===== config.mk =====
export PLATFORM = sky130hd
export DESIGN_NAME = sonar_chan_arb
export DESIGN_NICKNAME = d
export VERILOG_FILES = /design/src/rtl/sonar_chan_arb.sv
export SDC_FILE = /design/constraint.sdc
export NUM_CORES = 1
export LEC_CHECK = 0
export CORE_MARGIN = 2
export CORE_UTILIZATION = 34
export DETAILED_ROUTE_END_ITERATION = 8
export PLACE_DENSITY_LB_ADDON = 0.1
export SYNTH_ARGS = -nofsm -noshare
export SYNTH_HDL_FRONTEND = slang
export SYNTH_SLANG_ARGS = --single-unit

===== constraint.sdc =====
create_clock -name clk -period 2.17 [get_ports clk]
set_input_delay 0.434 -clock clk [delete_from_list [all_inputs] [get_ports clk]]
set_output_delay 0.434 -clock clk [all_outputs]
set_load 0.02 [all_outputs]

===== src/rtl/sonar_chan_arb.sv =====
// Round-robin channel arbiter for sonar sample streams: locks one channel for a
// full FRAME_LEN-beat frame and forwards it through a single registered AXI-Stream stage.
module sonar_chan_arb #(
  parameter int unsigned NCH       = 4,
  parameter int unsigned DATA_W    = 24,
  parameter int unsigned FRAME_LEN = 10
) (
  input  logic                    clk,
  input  logic                    rstn,
  input  logic [NCH*DATA_W-1:0]   s_tdata,
  input  logic [NCH-1:0]          s_tvalid,
  output logic [NCH-1:0]          s_tready,
  input  logic [NCH-1:0]          ch_en,
  output logic [DATA_W-1:0]       m_tdata,
  output logic                    m_tvalid,
  input  logic                    m_tready,
  output logic [$clog2(NCH)-1:0]  m_tuser,
  output logic                    m_tlast,
  output logic [$clog2(NCH)-1:0]  grant_ch,
  output logic                    busy
);

  localparam int unsigned CH_W  = $clog2(NCH);
  localparam int unsigned CNT_W = $clog2(FRAME_LEN);
  localparam logic [CNT_W-1:0] LAST_BEAT = CNT_W'(FRAME_LEN - 1);
  localparam logic [CH_W-1:0]  RR_RST    = CH_W'(NCH - 1);

  typedef enum logic {
    IDLE  = 1'b0,
    BURST = 1'b1
  } state_e;

  state_e             state_q, state_d;
  logic [CH_W-1:0]    grant_q, grant_d;
  logic [CH_W-1:0]    rr_q, rr_d;
  logic [CNT_W-1:0]   cnt_q, cnt_d;
  logic [DATA_W-1:0]  m_tdata_q, m_tdata_d;
  logic               m_tvalid_q, m_tvalid_d;
  logic [CH_W-1:0]    m_tuser_q, m_tuser_d;
  logic               m_tlast_q, m_tlast_d;
  logic               busy_q, busy_d;

  logic [NCH-1:0]     elig_c;
  logic [2*NCH-1:0]   dbl_c;
  logic [NCH-1:0]     rot_c;
  logic               pick_vld_c;
  logic [CH_W-1:0]    pick_idx_c;
  int                 off_c;
  int                 sum_c;
  logic [NCH-1:0]     s_tready_c;
  logic               accept_c;

  // Rotate the eligible mask so bit 0 is the channel after the last grant, then take the lowest set bit.
  always_comb begin
    elig_c     = s_tvalid & ch_en;
    dbl_c      = {elig_c, elig_c} >> (int'(rr_q) + 1);
    rot_c      = dbl_c[NCH-1:0];
    pick_vld_c = |rot_c;
    off_c      = 0;
    for (int i = int'(NCH) - 1; i >= 0; i--) begin
      if (rot_c[i]) off_c = i;
    end
    sum_c = int'(rr_q) + 1 + off_c;
    if (sum_c >= int'(NCH)) sum_c = sum_c - int'(NCH);
    pick_idx_c = CH_W'(sum_c);
  end

  // Next-state, beat counter and output-stage update.
  always_comb begin
    state_d    = state_q;
    grant_d    = grant_q;
    rr_d       = rr_q;
    cnt_d      = cnt_q;
    m_tdata_d  = m_tdata_q;
    m_tvalid_d = m_tvalid_q;
    m_tuser_d  = m_tuser_q;
    m_tlast_d  = m_tlast_q;
    s_tready_c = '0;
    accept_c   = 1'b0;

    if (m_tvalid_q && m_tready) m_tvalid_d = 1'b0;

    case (state_q)
      IDLE: begin
        if (pick_vld_c) begin
          grant_d = pick_idx_c;
          cnt_d   = '0;
          state_d = BURST;
        end
      end
      BURST: begin
        s_tready_c[grant_q] = !m_tvalid_q || m_tready;
        accept_c            = s_tvalid[grant_q] && s_tready_c[grant_q];
        if (accept_c) begin
          m_tdata_d  = s_tdata[int'(grant_q)*int'(DATA_W) +: DATA_W];
          m_tvalid_d = 1'b1;
          m_tuser_d  = grant_q;
          m_tlast_d  = (cnt_q == LAST_BEAT);
          if (cnt_q == LAST_BEAT) begin
            cnt_d   = '0;
            rr_d    = grant_q;
            state_d = IDLE;
          end else begin
            cnt_d = cnt_q + CNT_W'(1);
          end
        end
      end
      default: state_d = IDLE;
    endcase

    busy_d = (state_d == BURST);
  end

  always_ff @(posedge clk) begin
    if (!rstn) begin
      state_q    <= IDLE;
      grant_q    <= '0;
      rr_q       <= RR_RST;
      cnt_q      <= '0;
      m_tdata_q  <= '0;
      m_tvalid_q <= 1'b0;
      m_tuser_q  <= '0;
      m_tlast_q  <= 1'b0;
      busy_q     <= 1'b0;
    end else begin
      state_q    <= state_d;
      grant_q    <= grant_d;
      rr_q       <= rr_d;
      cnt_q      <= cnt_d;
      m_tdata_q  <= m_tdata_d;
      m_tvalid_q <= m_tvalid_d;
      m_tuser_q  <= m_tuser_d;
      m_tlast_q  <= m_tlast_d;
      busy_q     <= busy_d;
    end
  end

  assign s_tready = s_tready_c;
  assign m_tdata  = m_tdata_q;
  assign m_tvalid = m_tvalid_q;
  assign m_tuser  = m_tuser_q;
  assign m_tlast  = m_tlast_q;
  assign grant_ch = grant_q;
  assign busy     = busy_q;

endmodule


==> results of run 1 <==
==> power by group through the flow <==
stage	clock [uW]	sequential, uW	combinational, uW
CTS	490	744	671
floorplan	0	803	270
finish	476	744	662
detailed placement	0	760	671
global route	518	750	714
global placement	0	759	663
==> routing by layer <==
metal  global-route usage  vias to the layer above  routed length [um]
met5                    0                        -                   0
met4               0.0469                        0                  64
met3               0.0467                        5                 557
met2                0.339                       85                3700
met1                0.232                     1181                2890
li1                     -                     1193                   -
==> registers in the layout (all words and copies together), names as in the netlist <==
signal,count
m_tdata,24
cnt_q,4
grant_ch,2
m_tuser,2
rr_q,2
busy,1
m_tlast,1
m_tvalid,1
==> cell families (layout without fill, tap and decap cells) <==
kind of cell | count (synthesis) | in the layout | synth area share
flops | 37 | 37 | 0.317
fa+ha+maj | 3 | 3 | 0.0161
compound gates | 54 | 54 | 0.169
mux | 27 | 27 | 0.250
xor+xnor | 2 | 2 | 0.00751
simple gates | 92 | 92 | 0.177
buf+inv | 26 | 182 | 0.0627
==> Yosys cell counts (all sizes together), types with 2 or more instances <==
library cell,n,area [um^2]
nand3,6,35.0
a221oi,4,35.0
and2,2,12.5
nand2b,3,18.8
a21oi,6,30.0
dfxtp,37,741
buf,10,86.3
o221ai,2,17.5
a21boi,29,218
o21ai,4,20.0
xnor2,2,17.5
nand3b,2,15.0
mux2i,2,20.0
ha,3,37.5
nor2,5,23.8
mux4,25,563
clkbuf,11,41.3
inv,5,18.8
nor2b,2,12.5
nand2,64,240
nor3,3,15.0
==> per-stage QoR <==
stage                     instance area [um^2]  setup slack [ns]  instances  utilization  setup TNS, ns
after floorplan                           2330            0.0691        241            -              0
after global placement                    3930            -0.374        468        0.585          -1.06
after detailed placement                  3930            -0.460        468        0.585          -1.25
after CTS                                 4050            0.0983        477        0.603              0
after global routing                      4050           0.00696        477        0.603              0
final                                     4050             0.102        477        0.603              0
==> timing repair <==
item                       in CTS  in global routing
pin swaps                       8                  0
setup buffers                   1                  0
gates resized for setup        22                  1
setup endpoints to repair       5                  1
==> critical path, delay by kind of cell <==
family,cells,cell delay [ns]
AND/OR/NAND/NOR,3,0.37
buffers and inverters,2,0.82
==> final cells by class <==
class                      instances  area share
clock buffer                       5      0.0170
clock inverter                     3     0.00432
inverter                           5     0.00463
multi-input combinational        178       0.366
sequential                        37       0.183
tap                               80      0.0247
timing repair buffer             169       0.400
==> worst paths after layout <==
kind | startpoint | end
setup reg to reg | rr_q[0] | grant_ch[1]
hold reg to reg | m_tdata[4] | m_tdata[4]
hold / removal | m_tdata[4] | m_tdata[4]
setup / recovery | m_tready | s_tready[2]
==> flow_summary.yaml, run 1 <==
yosys:
  ys.flop_type: "dfxtp_1"
  yosysUniqueCellTypes: 41
  synth_enable_flop_cells: 0
  syn_area_um2: 2330
  yosysSeqAreaShare: 0.317
  syn_inst: 241
  synth_warnings: 0
  async_flop_share: 0
  synth_fp_nets: 351
  syn-mean-instance-area_um2: 9.68
  ys_ff_latch: 37
route:
  wl_um: 7210
  drt_pre_antenna_iters: 4
  wl_per_cell_um: 15.1
  vias: 2464
  final_antenna_net_count: 0
  drtIter0Drc: 91
  avgViaCountPerCell: 5.17
  remaining_drc_errors: 0
clock_network:
  cts_root_buffer: "clkbuf_8"
  clock_latency_ns: 0.29
  clkSinkCount: 37
  ctsHtreeMaxLevel: 2
  cts_buffers: 5
  clk_pin_slew_ns: 0.08
  cts_tree: "done"
  clk_path_buf_depth: 2
  ctsHoldBuffers: 0
layout:
  multi_input_area_um2: 1490
  fillers: 587
  area_growth_pct: 73.7
  layout_commonest_cell: "clkdlybuf4s50_1"
  final_cell_mix: "129 x clkdlybuf4s50_1, 62 x nand2_1, 35 x dfxtp_1"
  antenna_cells: 0
  seq_area_um2: 743
  layout.nets: 506
  drive_above_1_share: 0.186
floorplan:
  die-area_um2: 7540
  coreArea_um2: 6720
  start_util: 0.347
  io_pins: 142
  row_count: 30
  die_x_um: 86.8
  die_height_um: 86.8
critical_path:
  cp-start-kind: "input port"
  crit_arrival_ns: 1.63
  critical-path-max-stage-delay_ns: 0.45
  crit_type: "input port to primary output"
  crit_slowest_cell: "clkdlybuf4s50_1"
  r2r_setup_slack_ns: 0.26
  endpoint_kind: "primary output"
  cp_max_fo: 3
  required_ns: 1.74
  crit_chain: "clkdlybuf4s50_1 -> nand2b_1 -> nand2_1 -> nor3_1 -> dlygate4sd2_1"
  reg2regPathDepth: 9
pwr:
  switching_power_uw: 538
  intPower_uw: 1340
  leakage_uw: 0.00147
  pwr-share-comb: 0.352
  swShare: 0.286
  max-vdd-ir-drop_v: 0.000304
  design_power_total_uw: 1880
  clockPowerShare: 0.253
  power_density_nw_per_um2: 464
  p_seq_frac: 0.395
timing:
  worst_pin_slew_ns: 0.382
  rsz0062_at_grt: "no"
  setup_viol: 0
  slew_headroom: 0.746
  hold_violations: 0
  fin_crit_sh: 0.953
  drv_slew: 0
  min_period_ns: 2.07
  fmax_ghz: 0.484
  hold_slack_ns: 0.453
  fin_worst_skew_ns: 0.00577
placement:
  dp_hpwl_um: 5740
  gp_congestion: 0.856
  portBuffers: 141
hold_path:
  hold_class: "flip-flop to flip-flop"
  holdPathStages: 2
global_route:
  antenna_found_initial: 0
  grt_max_degree: 28
  track_usage: 0.191
  overflow: 0
  grt_pass1_wl_um: 11500
  grt_pass1_vias: 2460
flow_run:
  drv_cap: 0
status:
  status: "complete, no violations"
(Power assumes the default switching activity.)
==> run 2, diff against run 1 <==
CORE_ASPECT_RATIO = 1.5   (was unset)
==> flow_summary.yaml, run 2 (same netlist as run 1, synthesis figures left out) <==
status:
  status: "complete, no violations"
timing:
  hold_violations: 0
  hold_slack_ns: 0.452
  setup_ws_ns: 0.139
  setup-tns-final_ns: 0
  setup_viol: 0
  fin_worst_skew_ns: 0.00917
  rsz0062_at_grt: "no"
  worst_pin_slew_ns: 0.382
  fmax_ghz: 0.492
  slew_headroom: 0.745
  fin_crit_sh: 0.936
  drv_slew: 0
  min_period_ns: 2.03
floorplan:
  die_height_um: 105
  die-area_um2: 7560
  start_util: 0.345
  io_pins: 142
  row_count: 37
  coreArea_um2: 6760
  die_x_um: 71.6
clock_network:
  cts_root_buffer: "clkbuf_8"
  ctsHtreeMaxLevel: 2
  cts_buffers: 5
  clk_pin_slew_ns: 0.07
  cts_tree: "done"
  clkSinkCount: 37
  clk_path_buf_depth: 2
  clock_latency_ns: 0.28
  post_cts_buffers: 0
route:
  wl_um: 7390
  avgViaCountPerCell: 5.19
  final_antenna_net_count: 0
  drt_pre_antenna_iters: 4
  drtIter0Drc: 80
  vias: 2454
  wl_per_cell_um: 15.6
  remaining_drc_errors: 0
critical_path:
  cp-start-kind: "input port"
  crit_arrival_ns: 1.60
  crit_type: "input port to primary output"
  cp_max_fo: 3
  endpoint_kind: "primary output"
  crit_chain: "clkdlybuf4s50_1 -> nand2b_1 -> nand2_1 -> nor3_1 -> dlygate4sd2_1"
  critical-path-max-stage-delay_ns: 0.44
  crit_slowest_cell: "clkdlybuf4s50_1"
  r2r_setup_slack_ns: 0.19
  path_delay_family: "buffers and inverters"
  path_buf_inv: 2
  startpoint: "m_tready"
  required_ns: 1.74
  r2r-start: "rr_q[0]"
pwr:
  switching_power_uw: 523
  p_seq_frac: 0.384
  intPower_uw: 1420
  leakage_uw: 0.00154
  design_power_total_uw: 1940
  clockPowerShare: 0.269
  swShare: 0.269
  power_density_nw_per_um2: 472
  pwr-share-comb: 0.347
  max-vdd-ir-drop_v: 0.000314
hold_path:
  min_from: "m_tdata[6]"
  hold_class: "flip-flop to flip-flop"
layout:
  drive_above_1_share: 0.190
  area_growth_pct: 76.1
  final_cell_mix: "129 x clkdlybuf4s50_1, 62 x nand2_1, 35 x dfxtp_1"
  layout_commonest_cell: "clkdlybuf4s50_1"
  fin_cells: 473
  largest_reg_flops: 24
  layout.nets: 504
  antenna_cells: 0
placement:
  dp_hpwl_um: 5900
  gp_congestion: 0.831
  portBuffers: 141
  pre_cts_slack_ns: -0.481
  dp.cells: 465
global_route:
  track_usage: 0.195
  grt_pass1_wl_um: 11700
  antenna_found_initial: 0
  grt_pass1_vias: 2470
  overflow: 0
  grt_max_degree: 39
flow_run:
  drv_cap: 0
## run 2: tightest hold or removal path, delay by kind of cell, from the launching register on
kind	cells	cell delay (ns)
flops	1	0.31
compound gates	1	0.05
simple gates	1	0.05
## run 2: power groups by stage
| stage | logic (uW) | clock network, uW | registers, uW |
|---|---|---|---|
| global placement | 667 | 0 | 760 |
| CTS | 677 | 541 | 746 |
| floorplan | 270 | 0 | 803 |
| global route | 725 | 574 | 750 |
| detailed placement | 676 | 0 | 762 |
| finish | 673 | 522 | 745 |
## run 2: layout make-up
cell class,count,area (um^2)
multi-input cells,178,1500
inverters,5,18.8
repair buffers,167,1650
clock buffers,7,96.3
flip-flops and latches,37,743
well taps,78,97.6
fillers,620,2650
clock inverters,1,5.00
## run 2: final timing paths
path	end	depth (start not counted)
worst max-delay path	s_tready[0]	5
worst min-delay path	m_tdata[6]	2
worst max register to register	grant_ch[1]	9
worst min register to register	m_tdata[6]	2
## run 2: metal layers
layer,GRT usage,part of all wire,wire length [um]
met3,0.0459,0.071,523
met4,0.0620,0.020,150
met2,0.373,0.55,4050
met1,0.203,0.36,2660
met5,0,0,0
## run 2: what timing repair did
| action | 4_1_cts | 5_1_grt |
|---|---|---|
| hold buffers | 0 | 0 |
| endpoints found under the setup margin | 5 | 2 |
| gates resized for setup | 9 | 19 |
| pin swaps | 0 | 10 |
## run 2: through the flow
step	instance area, um^2	util
floorplan	2330	-
global placement	3940	0.582
detailed placement	3940	0.582
CTS	4040	0.598
global route	4110	0.608
finish	4110	0.608
==> run 3, diff against run 2 <==
CORE_UTILIZATION = 38   (was 34)
clock period = 2 ns   (was 2.17 ns; I/O delays follow)
==> flow_summary.yaml, run 3 (same netlist as run 1, synthesis figures left out) <==
floorplan:
  die_height_um: 100
  row_count: 35
  coreArea_um2: 6040
  die-area_um2: 6800
  die_x_um: 68.0
  start_util: 0.386
  io_pins: 142
route:
  wl_um: 7560
  avgViaCountPerCell: 5.29
  drt_pre_antenna_iters: 4
  wl_per_cell_um: 15.9
  final_antenna_net_count: 0
  remaining_drc_errors: 0
  drtIter0Drc: 78
  vias: 2512
critical_path:
  cp_max_fo: 3
  crit_type: "input port to primary output"
  r2r-start: "rr_q[0]"
  crit_arrival_ns: 1.52
  cp-start-kind: "input port"
  startpoint: "m_tready"
  required_ns: 1.60
  endpoint_kind: "primary output"
placement:
  portBuffers: 141
  dp_hpwl_um: 6060
  dpl_cell_area_um2: 3970
  dp.cells: 464
  gp_congestion: 0.817
layout:
  layout_commonest_cell: "clkdlybuf4s50_1"
  final_cell_mix: "129 x clkdlybuf4s50_1, 62 x nand2_1, 35 x dfxtp_1"
  antenna_cells: 0
  drive_above_1_share: 0.222
  fin_cells: 475
  largest_reg_flops: 24
  final_area_um2: 4100
  layout.nets: 510
  area_growth_pct: 75.7
global_route:
  grt_max_degree: 30
  grt_pass1_wl_um: 11400
  grt_pass1_vias: 2454
  track_usage: 0.221
  antenna_found_initial: 0
  overflow: 0
clock_network:
  cts_root_buffer: "clkbuf_8"
  clock_latency_ns: 0.29
  clkSinkCount: 37
  ctsHtreeMaxLevel: 2
  cts_buffers: 5
  clk_path_buf_depth: 2
  cts_tree: "done"
  clk_pin_slew_ns: 0.07
timing:
  min_period_ns: 1.92
  drv_slew: 0
  worst_pin_slew_ns: 0.558
  fmax_ghz: 0.520
  fin_crit_sh: 0.962
  fin_worst_skew_ns: 0.00446
  setup_viol: 0
  hold_violations: 0
  slew_headroom: 0.623
hold_path:
  hold_class: "flip-flop to flip-flop"
  min_from: "m_tdata[5]"
flow_run:
  drv_cap: 0
pwr:
  leakage_uw: 0.00152
  max-vdd-ir-drop_v: 0.000291
  design_power_total_uw: 2050
  power_density_nw_per_um2: 499
status:
  status: "complete, no violations"
run 3: cell types whose count changed in the layout (fill, tap and decap cells not counted), sizes merged:
cell,previous run,this run
clkinv,1,2
buf,26,32
dlymetal6s2s,8,2
clkbuf,7,13
dlygate4sd2,4,3
run 3: metal layers:
layer  track usage  wire [um]
met4         0.105        270
met1         0.216       2510
met2         0.417       4170
met5             0          0
met3        0.0493        612
run 3: critical path: stages:
cell and delay, ns:
clkdlybuf4s50_1 0.44, nand2b_1 0.13, nand3_1 0.11, nor2_1 0.10
dlygate4sd2_1 0.35
run 3: repair_timing:
| item | in CTS | in global routing |
|---|---|---|
| resized for setup | 17 | 27 |
| setup endpoints to repair | 6 | 3 |
| pin swaps | 7 | 7 |
| setup buffers | 1 | 2 |
| hold buffers | 0 | 0 |
| hold endpoints to repair | 0 | 0 |
run 3: area by class of cell:
class,instances,area [um^2]
Clock inverter,2,10.0
Tap cell,74,92.6
Fill cell,516,1940
Multi-Input combinational cell,178,1520
Sequential cell,37,746
Timing Repair Buffer,173,1640
Inverter,5,18.8
Clock buffer,6,72.6
run 3: power by group:
part           total [uW]  switching [uW]  internal [uW]
registers             805            26.5            779
clock network         505             263            242
logic                 737             290            446
total                2050             580           1470
run 3: metrics by stage:
| stage | utilization | hold WS [ns] | worst slack, ns | TNS [ns] |
|---|---|---|---|---|
| after global placement | 0.657 | 0.440 | -0.491 | -4.88 |
| after CTS | 0.674 | 0.455 | -0.202 | -0.202 |
| after floorplan | - | 0.462 | -0.0223 | -0.0223 |
| after global routing | 0.678 | 0.472 | -0.0215 | -0.0215 |
| final | 0.678 | 0.453 | 0.0764 | 0 |
| after detailed placement | 0.657 | 0.444 | -0.641 | -5.72 |
run 3: worst paths after layout:
path	to	slack (ns)	cells past startpoint
setup / recovery	s_tready[1]	0.08	5
hold / removal	m_tdata[5]	0.45	2
setup reg to reg	grant_ch[1]	0.09	9
hold reg to reg	m_tdata[5]	0.45	2
